**src/rtl/ram_arbiter_if.sv**
```systemverilog
// Request/grant/read-return bundle between two requesters (A, B) and ram_arbiter.
// The master side is the requester pair; the slave side is the arbiter.
interface ram_arbiter_if #(
  parameter int DW = 8,
  parameter int AW = 7
);
  logic          req_a;
  logic          req_b;
  logic          we_a;
  logic          we_b;
  logic [AW-1:0] addr_a;
  logic [AW-1:0] addr_b;
  logic [DW-1:0] wdata_a;
  logic [DW-1:0] wdata_b;
  logic          gnt_a;
  logic          gnt_b;
  logic          rvalid_a;
  logic          rvalid_b;
  logic [DW-1:0] rdata_a;
  logic [DW-1:0] rdata_b;

  modport master (
    output req_a, req_b, we_a, we_b, addr_a, addr_b, wdata_a, wdata_b,
    input  gnt_a, gnt_b, rvalid_a, rvalid_b, rdata_a, rdata_b
  );

  modport slave (
    input  req_a, req_b, we_a, we_b, addr_a, addr_b, wdata_a, wdata_b,
    output gnt_a, gnt_b, rvalid_a, rvalid_b, rdata_a, rdata_b
  );
endinterface

```
**src/rtl/ram_arbiter.sv**
```systemverilog
// Two-requester round-robin arbiter in front of a single-port RAM that is
// zero-cleared after every reset before any request is granted.
module ram_arbiter #(
  parameter int DW = 8,
  parameter int AW = 7
) (
  input  logic          clk,
  input  logic          rst_n,
  output logic          init_done,
  ram_arbiter_if.slave  bus
);

  localparam int unsigned DEPTH = 2**AW;

  typedef enum logic {ST_INIT, ST_ARB} state_e;

  state_e        state_q, state_d;
  logic [AW-1:0] clr_cnt_q, clr_cnt_d;
  logic          init_done_q, init_done_d;
  logic          last_b_q, last_b_d;
  logic          rvalid_a_q, rvalid_a_d;
  logic          rvalid_b_q, rvalid_b_d;
  logic [DW-1:0] rdata_a_q, rdata_a_d;
  logic [DW-1:0] rdata_b_q, rdata_b_d;

  logic [DW-1:0] mem [DEPTH];
  logic          mem_we;
  logic [AW-1:0] mem_addr;
  logic [DW-1:0] mem_wdata;
  logic          gnt_a, gnt_b;

  // Contention goes to whoever was not granted last; last_b_q resets to B.
  always_comb begin
    gnt_a = 1'b0;
    gnt_b = 1'b0;
    if (state_q == ST_ARB) begin
      if (bus.req_a && (!bus.req_b || last_b_q)) gnt_a = 1'b1;
      else if (bus.req_b)                        gnt_b = 1'b1;
    end
  end

  always_comb begin
    state_d     = state_q;
    clr_cnt_d   = clr_cnt_q;
    init_done_d = init_done_q;
    last_b_d    = last_b_q;
    rvalid_a_d  = 1'b0;
    rvalid_b_d  = 1'b0;
    rdata_a_d   = rdata_a_q;
    rdata_b_d   = rdata_b_q;
    mem_we      = 1'b0;
    mem_addr    = clr_cnt_q;
    mem_wdata   = '0;
    case (state_q)
      ST_INIT: begin
        mem_we    = 1'b1;
        clr_cnt_d = clr_cnt_q + 1'b1;
        if (clr_cnt_q == '1) begin
          state_d     = ST_ARB;
          init_done_d = 1'b1;
        end
      end
      ST_ARB: begin
        if (gnt_a) begin
          mem_addr  = bus.addr_a;
          mem_we    = bus.we_a;
          mem_wdata = bus.wdata_a;
          last_b_d  = 1'b0;
          if (!bus.we_a) begin
            rvalid_a_d = 1'b1;
            rdata_a_d  = mem[bus.addr_a];
          end
        end else if (gnt_b) begin
          mem_addr  = bus.addr_b;
          mem_we    = bus.we_b;
          mem_wdata = bus.wdata_b;
          last_b_d  = 1'b1;
          if (!bus.we_b) begin
            rvalid_b_d = 1'b1;
            rdata_b_d  = mem[bus.addr_b];
          end
        end
      end
      default: state_d = ST_INIT;
    endcase
  end

  always_ff @(posedge clk or negedge rst_n) begin
    if (!rst_n) begin
      state_q     <= ST_INIT;
      clr_cnt_q   <= '0;
      init_done_q <= 1'b0;
      last_b_q    <= 1'b1;
      rvalid_a_q  <= 1'b0;
      rvalid_b_q  <= 1'b0;
      rdata_a_q   <= '0;
      rdata_b_q   <= '0;
    end else begin
      state_q     <= state_d;
      clr_cnt_q   <= clr_cnt_d;
      init_done_q <= init_done_d;
      last_b_q    <= last_b_d;
      rvalid_a_q  <= rvalid_a_d;
      rvalid_b_q  <= rvalid_b_d;
      rdata_a_q   <= rdata_a_d;
      rdata_b_q   <= rdata_b_d;
    end
  end

  // Storage itself is never reset; only the INIT sweep zeroes it.
  always_ff @(posedge clk) begin
    if (mem_we) mem[mem_addr] <= mem_wdata;
  end

  assign init_done    = init_done_q;
  assign bus.gnt_a    = gnt_a;
  assign bus.gnt_b    = gnt_b;
  assign bus.rvalid_a = rvalid_a_q;
  assign bus.rvalid_b = rvalid_b_q;
  assign bus.rdata_a  = rdata_a_q;
  assign bus.rdata_b  = rdata_b_q;

endmodule

```
**src/flat_wrapper.sv**
```systemverilog
// flat-port wrapper written by rule: the top's interface ports become plain ports
module ram_arbiter_flat 
#(
  parameter int DW = 8,
  parameter int AW = 7
)
  (clk, rst_n, init_done, bus_req_a, bus_req_b, bus_we_a, bus_we_b, bus_addr_a, bus_addr_b, bus_wdata_a, bus_wdata_b, bus_gnt_a, bus_gnt_b, bus_rvalid_a, bus_rvalid_b, bus_rdata_a, bus_rdata_b);
  ram_arbiter_if #(.DW(DW), .AW(AW)) bus_i ();
  input  logic clk;
  input  logic rst_n;
  output logic init_done;
  input wire logic [$bits(bus_i.req_a)-1:0] bus_req_a;
  input wire logic [$bits(bus_i.req_b)-1:0] bus_req_b;
  input wire logic [$bits(bus_i.we_a)-1:0] bus_we_a;
  input wire logic [$bits(bus_i.we_b)-1:0] bus_we_b;
  input wire logic [$bits(bus_i.addr_a)-1:0] bus_addr_a;
  input wire logic [$bits(bus_i.addr_b)-1:0] bus_addr_b;
  input wire logic [$bits(bus_i.wdata_a)-1:0] bus_wdata_a;
  input wire logic [$bits(bus_i.wdata_b)-1:0] bus_wdata_b;
  output wire logic [$bits(bus_i.gnt_a)-1:0] bus_gnt_a;
  output wire logic [$bits(bus_i.gnt_b)-1:0] bus_gnt_b;
  output wire logic [$bits(bus_i.rvalid_a)-1:0] bus_rvalid_a;
  output wire logic [$bits(bus_i.rvalid_b)-1:0] bus_rvalid_b;
  output wire logic [$bits(bus_i.rdata_a)-1:0] bus_rdata_a;
  output wire logic [$bits(bus_i.rdata_b)-1:0] bus_rdata_b;
  assign bus_i.req_a = bus_req_a;
  assign bus_i.req_b = bus_req_b;
  assign bus_i.we_a = bus_we_a;
  assign bus_i.we_b = bus_we_b;
  assign bus_i.addr_a = bus_addr_a;
  assign bus_i.addr_b = bus_addr_b;
  assign bus_i.wdata_a = bus_wdata_a;
  assign bus_i.wdata_b = bus_wdata_b;
  assign bus_gnt_a = bus_i.gnt_a;
  assign bus_gnt_b = bus_i.gnt_b;
  assign bus_rvalid_a = bus_i.rvalid_a;
  assign bus_rvalid_b = bus_i.rvalid_b;
  assign bus_rdata_a = bus_i.rdata_a;
  assign bus_rdata_b = bus_i.rdata_b;
  ram_arbiter #(.DW(DW), .AW(AW)) u_core (.clk(clk), .rst_n(rst_n), .init_done(init_done), .bus(bus_i));
endmodule
```
**config.mk**
```make
export PLATFORM = sky130hd
export DESIGN_NAME = ram_arbiter_flat
export DESIGN_NICKNAME = d
export VERILOG_FILES = /design/src/rtl/ram_arbiter_if.sv /design/src/rtl/ram_arbiter.sv /design/src/flat_wrapper.sv
export SDC_FILE = /design/constraint.sdc
export NUM_CORES = 1
export LEC_CHECK = 0
export CAP_MARGIN = 0
export CORE_ASPECT_RATIO = 1.25
export CORE_UTILIZATION = 30
export CTS_CLUSTER_SIZE = 12
export DETAILED_ROUTE_END_ITERATION = 10
export SLEW_MARGIN = 20
export SYNTH_ARGS = -nofsm -noshare
export SYNTH_HDL_FRONTEND = slang
export SYNTH_SLANG_ARGS = --single-unit
```
**constraint.sdc**
```tcl
create_clock -name clk -period 10.9 [get_ports clk]
set_input_delay 2.18 -clock clk [delete_from_list [all_inputs] [get_ports clk]]
set_output_delay 2.18 -clock clk [all_outputs]
set_load 0.01 [all_outputs]
```
[Yosys cells after proc, flatten, opt, wreduce, memory -nomap -nowiden]
Memory sizes are Yosys's and may differ from the RTL's. A register that Yosys moved wholly into a read port is not among the register bits.
Cells that the tools add are included.
Operators by class
  add/sub/neg operators: 1
  multipliers: 0
  divide/modulo/power cells: 0
  order comparisons: 0
  equality and inequality tests: 1
  shift-type cells: 0
  mux-type cells: 27
  bitwise logic cells: 4
  reduce and logical (&&, ||, !) cells: 10
Operator list (number)
  two-way mux 8 bit: 3
  two-way mux 7 bit: 3
  two-way mux 1 bit: 20
  adder 7 x 1 -> 7 bit, second input constant: 1
  == test 7 bit, second input constant: 1
  inverter 1 bit: 4
  AND reduction 2 bit: 2
  AND reduction 4 bit: 1
  zero test 1 bit: 3
  AND reduction 3 bit: 1
  one-hot mux 1 bit (2 select lines): 1
  nonzero test 2 bit: 1
  logical AND 1 bit: 1
  logical OR 1 bit: 1
Word-level totals
  register bits after elaboration: 12
  bits in latches: 0
  memory bits (writable): 1024
  memory bits (read-only): 0
  output and inout bits: 21
  word-level logic and storage cells: 50
  memories kept: 1
Memory list
  u_core.mem: words 128, width 8, read ports 2, clocked after memory_dff 2, write ports 1, line ram_arbiter.sv:26  | logic [DW-1:0] mem [DEPTH];

[Depth between registers and ports, before layout]
  depth in word-level cells: 10
  mapped depth: 13
  gate-level depth less buffers: 9

[Least setup slack after synthesis]
Ideal clock, no wire load.
  kind: input to register
  from: input bus_req_a
  to: memory u_core.mem[0][0], data pin
  setup time: 0.532 ns
  arrival time: 4.766 ns
  data required time: 10.368 ns
  path slack: 5.602 ns
  stages on the path: 5
  buffers on the path: 2
  path through: clkbuf_1 -> nand3_1 -> inv_2 -> clkbuf_1 -> a22o_1
RTL lines
  from (decl): line flat_wrapper.sv:12  | input wire logic [$bits(bus_i.req_a)-1:0] bus_req_a;
  logical AND 1 bit: line ram_arbiter.sv:37  | if (bus.req_a && (!bus.req_b || last_b_q)) gnt_a = 1'b1;
  two-way mux 1 bit: line ram_arbiter.sv:37
  two-way mux 1 bit: line ram_arbiter.sv:36  | if (state_q == ST_ARB) begin
  named net bus_gnt_a: line flat_wrapper.sv:20  | output wire logic [$bits(bus_i.gnt_a)-1:0] bus_gnt_a;
  two-way mux 8 bit: line ram_arbiter.sv:64  | if (gnt_a) begin
  two-way mux 8 bit: line ram_arbiter.sv:54  | case (state_q)
  named net u_core.mem_wdata[0]: line ram_arbiter.sv:29  | logic [DW-1:0] mem_wdata;
  to (decl): line ram_arbiter.sv:26
The timed path passes the listed nets, and every way through them passes these cells.

[Worst setup path after layout]
  from: input bus_req_a
  to: output bus_gnt_b
Between the ends
  longest elaborated chain between the ends: 3
RTL lines
  logical AND 1 bit: line ram_arbiter.sv:37
  two-way mux 1 bit: line ram_arbiter.sv:37
  two-way mux 1 bit: line ram_arbiter.sv:36
  to (decl): line flat_wrapper.sv:21  | output wire logic [$bits(bus_i.gnt_b)-1:0] bus_gnt_b;
No other way between the ends.

==> results.cfg <==
[sta]
slew_headroom = 0.2382
finalSetupTns_ps = 0
fin_crit_ps = 6494
setup_viol = 0
rsz0062_at_grt = false
maxSlewViolCount = 0
fmax_ghz = 0.1540
clock_skew_ps = 55.93
hold_viol = 0
tightest_slew_ps = 1138
period_share = 0.5958

[route]
drc = 0
drt_iter0_markers = 3222
vias_per_cell = 5.829
wl_um = 164800
drtAntennaViolNets = 0
drtPass1Iterations = 6
via_count = 30430
wire_per_inst_um = 31.58

[clocking]
cts_tree = built
worst_skew_pair.late_latency_ps = 750
clkTransAtPathRegs_ps = 70
htree_levels = 3
cts.path.max_buffers = 3
post_cts_buffers = 0
cts.repair.resized = 0
numCtsBuffers = 104
cts.sinks = 1052
postCtsHoldBufs = 0
cts-root-buf = clkbuf_16

[finish]
layout_commonest_cell = edfxtp_1
multi_input_area_um2 = 17580
seq_area_um2 = 31450
fill_cells = 15910
nets = 3000
layout_common_cells = edfxtp_1, mux2i_1, mux4_2
drive_gt1_frac = 0.1950
area_delta_synth_final_pct = 11.53

[logic_synthesis]
synth_ff_type = edfxtp_1
synth_area_leader_cell = edfxtp_1
synth_top_area_share = 0.6127
netlist_area_um2 = 50190
synthArstFlopShare = 0.02662
syn_nets = 3020
syn_avg_cell_area_um2 = 16.82
synthCells = 2983
synth_edf_count = 1024
synth.area.top_cells = edfxtp_1, mux4_2, mux2i_1
ys_seq_area_frac = 0.6267
ys_types = 72
ys_ff_latch = 1052
yosysWarnings = 0

[global_route]
track_usage = 0.1917
grt_pass1_wl_um = 231900
grt_max_degree = 115
antenna_found_initial = 10
grt_pass1_vias = 30890
grt-ovfl-total = 0

[worst_setup_path]
start_kind = input port
r2r_cells = 6
crit_type = in2out
rrSetupSlack_ps = 6610
critical_path_arrival_ps = 4310
r2r-end = u_core.mem[36][7]
cp-end-kind = primary output
crit_path_start = bus_req_a
cp.required_ps = 8720
r2r_start = u_core.state_q
crit_path_max_fanout = 10

[floorplanning]
coreArea_um2 = 165900
ios = 57
rows = 167
dieArea_um2 = 168900
die_x_um = 367.8
die_height_um = 459.3
initial_core_util = 0.3025

[flow_run]
maxCapViolations = 0

[hold_path]
hp-start = u_core.clr_cnt_q[5]
hold_class = reg2reg
min_to = u_core.clr_cnt_q[5]
holdPathStages = 1

[power_and_ir_drop]
p_total_mw = 8.318
irDropWorstVdd_uv = 140.1
p_leak_nw = 15.41
powerDensity_nw_per_um2 = 148.6

[placement]
gp_congestion = 0.9928
port_buffers = 56
hpwl_um = 107900

[run_status]
outcome = finished, final reports clean
## worst max path at each step
stage	slack, ps	to	depth (start not counted)
floorplan	5600	u_core.mem[0][0]	5
global placement	4580	bus_gnt_b	5
detailed placement	4510	bus_gnt_b	5
CTS	4500	bus_gnt_b	5
global route	4320	bus_gnt_b	5
finish	4410	bus_gnt_b	5
## cells in the mapped netlist, types with 12 or more instances
cell type	number
clkbuf_1	123
nand2_1	125
nand4_1	15
o211a_1	12
o21ai_0	32
mux4_2	331
buf_2	42
mux2_2	34
buf_4	38
nor3_1	31
nor2b_1	31
nor2_1	170
o221ai_1	112
a21oi_1	55
nand2b_1	15
dfrtp_1	27
o22ai_1	71
mux2i_1	339
buf_1	15
a221oi_1	42
edfxtp_1	1024
and2_1	19
nor3b_1	12
a211oi_1	30
mux4_1	13
o21a_1	15
nand3_1	42
buf_6	14
## where the power goes
| group | switching [mW] | internal [mW] |
|---|---|---|
| Sequential | 0.00165 | 4.37 |
| Combinational | 0.328 | 0.171 |
| Clock | 1.55 | 1.90 |
## metal layers
| layer | global-route usage | wire, um |
|---|---|---|
| met1 | 0.2285 | 60550 |
| met2 | 0.3199 | 80600 |
| met3 | 0.03819 | 12850 |
| met4 | 0.1150 | 10790 |
| met5 | 0 | 52 |
## sequential cells by signal, indices dropped and copies added (netlist names)
register             cells
u_core.mem            1024
u_core.bus.rvalid_b      1
u_core.state_q           1
u_core.bus.rdata_b       8
u_core.last_b_q          1
u_core.init_done         1
u_core.clr_cnt_q         7
u_core.bus.rvalid_a      1
u_core.bus.rdata_a       8
## worst max-delay path: stages
cell             delay, ps
clkdlybuf4s50_1        580
a21boi_1               340
nand2_1                250
inv_2                  350
clkdlybuf4s50_1        600
## layout make-up
| type | instances | area share |
|---|---|---|
| antenna | 3 | 0.0001341 |
| multi-input combinational | 1683 | 0.3141 |
| timing repair buffer | 109 | 0.01846 |
| inverter | 13 | 0.0008718 |
| clock buffer | 140 | 0.05076 |
| tap | 2197 | 0.04911 |
| sequential | 1052 | 0.5619 |
| clock inverter | 23 | 0.004672 |
## cell families (layout without fill, tap and decap cells)
logic type,after synthesis,count (layout),synth area share
flops,1052,1052,0.6267
mux,729,729,0.2335
simple gates,492,492,0.04555
compound gates,455,455,0.06754
buf+inv,248,285,0.02540
xor+xnor,6,6,0.001047
fa+ha+maj,1,1,0.0002493
other cells,0,3,0
## stage by stage
step | area [um2] | util | worst slack, ps | hold slack, ps | std cells
after detailed placement | 52860 | 0.3186 | 4508 | 510.1 | 5054
after CTS | 55960 | 0.3373 | 4501 | 524.6 | 5217
after global placement | 52850 | 0.3186 | 4580 | 517.3 | 5054
after global routing | 55970 | 0.3374 | 4322 | 551.8 | 5219
final | 55970 | 0.3374 | 4406 | 533.1 | 5220
after floorplan | 50190 | - | 5602 | 475.7 | 2983
Note: power is estimated with default switching activity, not from simulation.
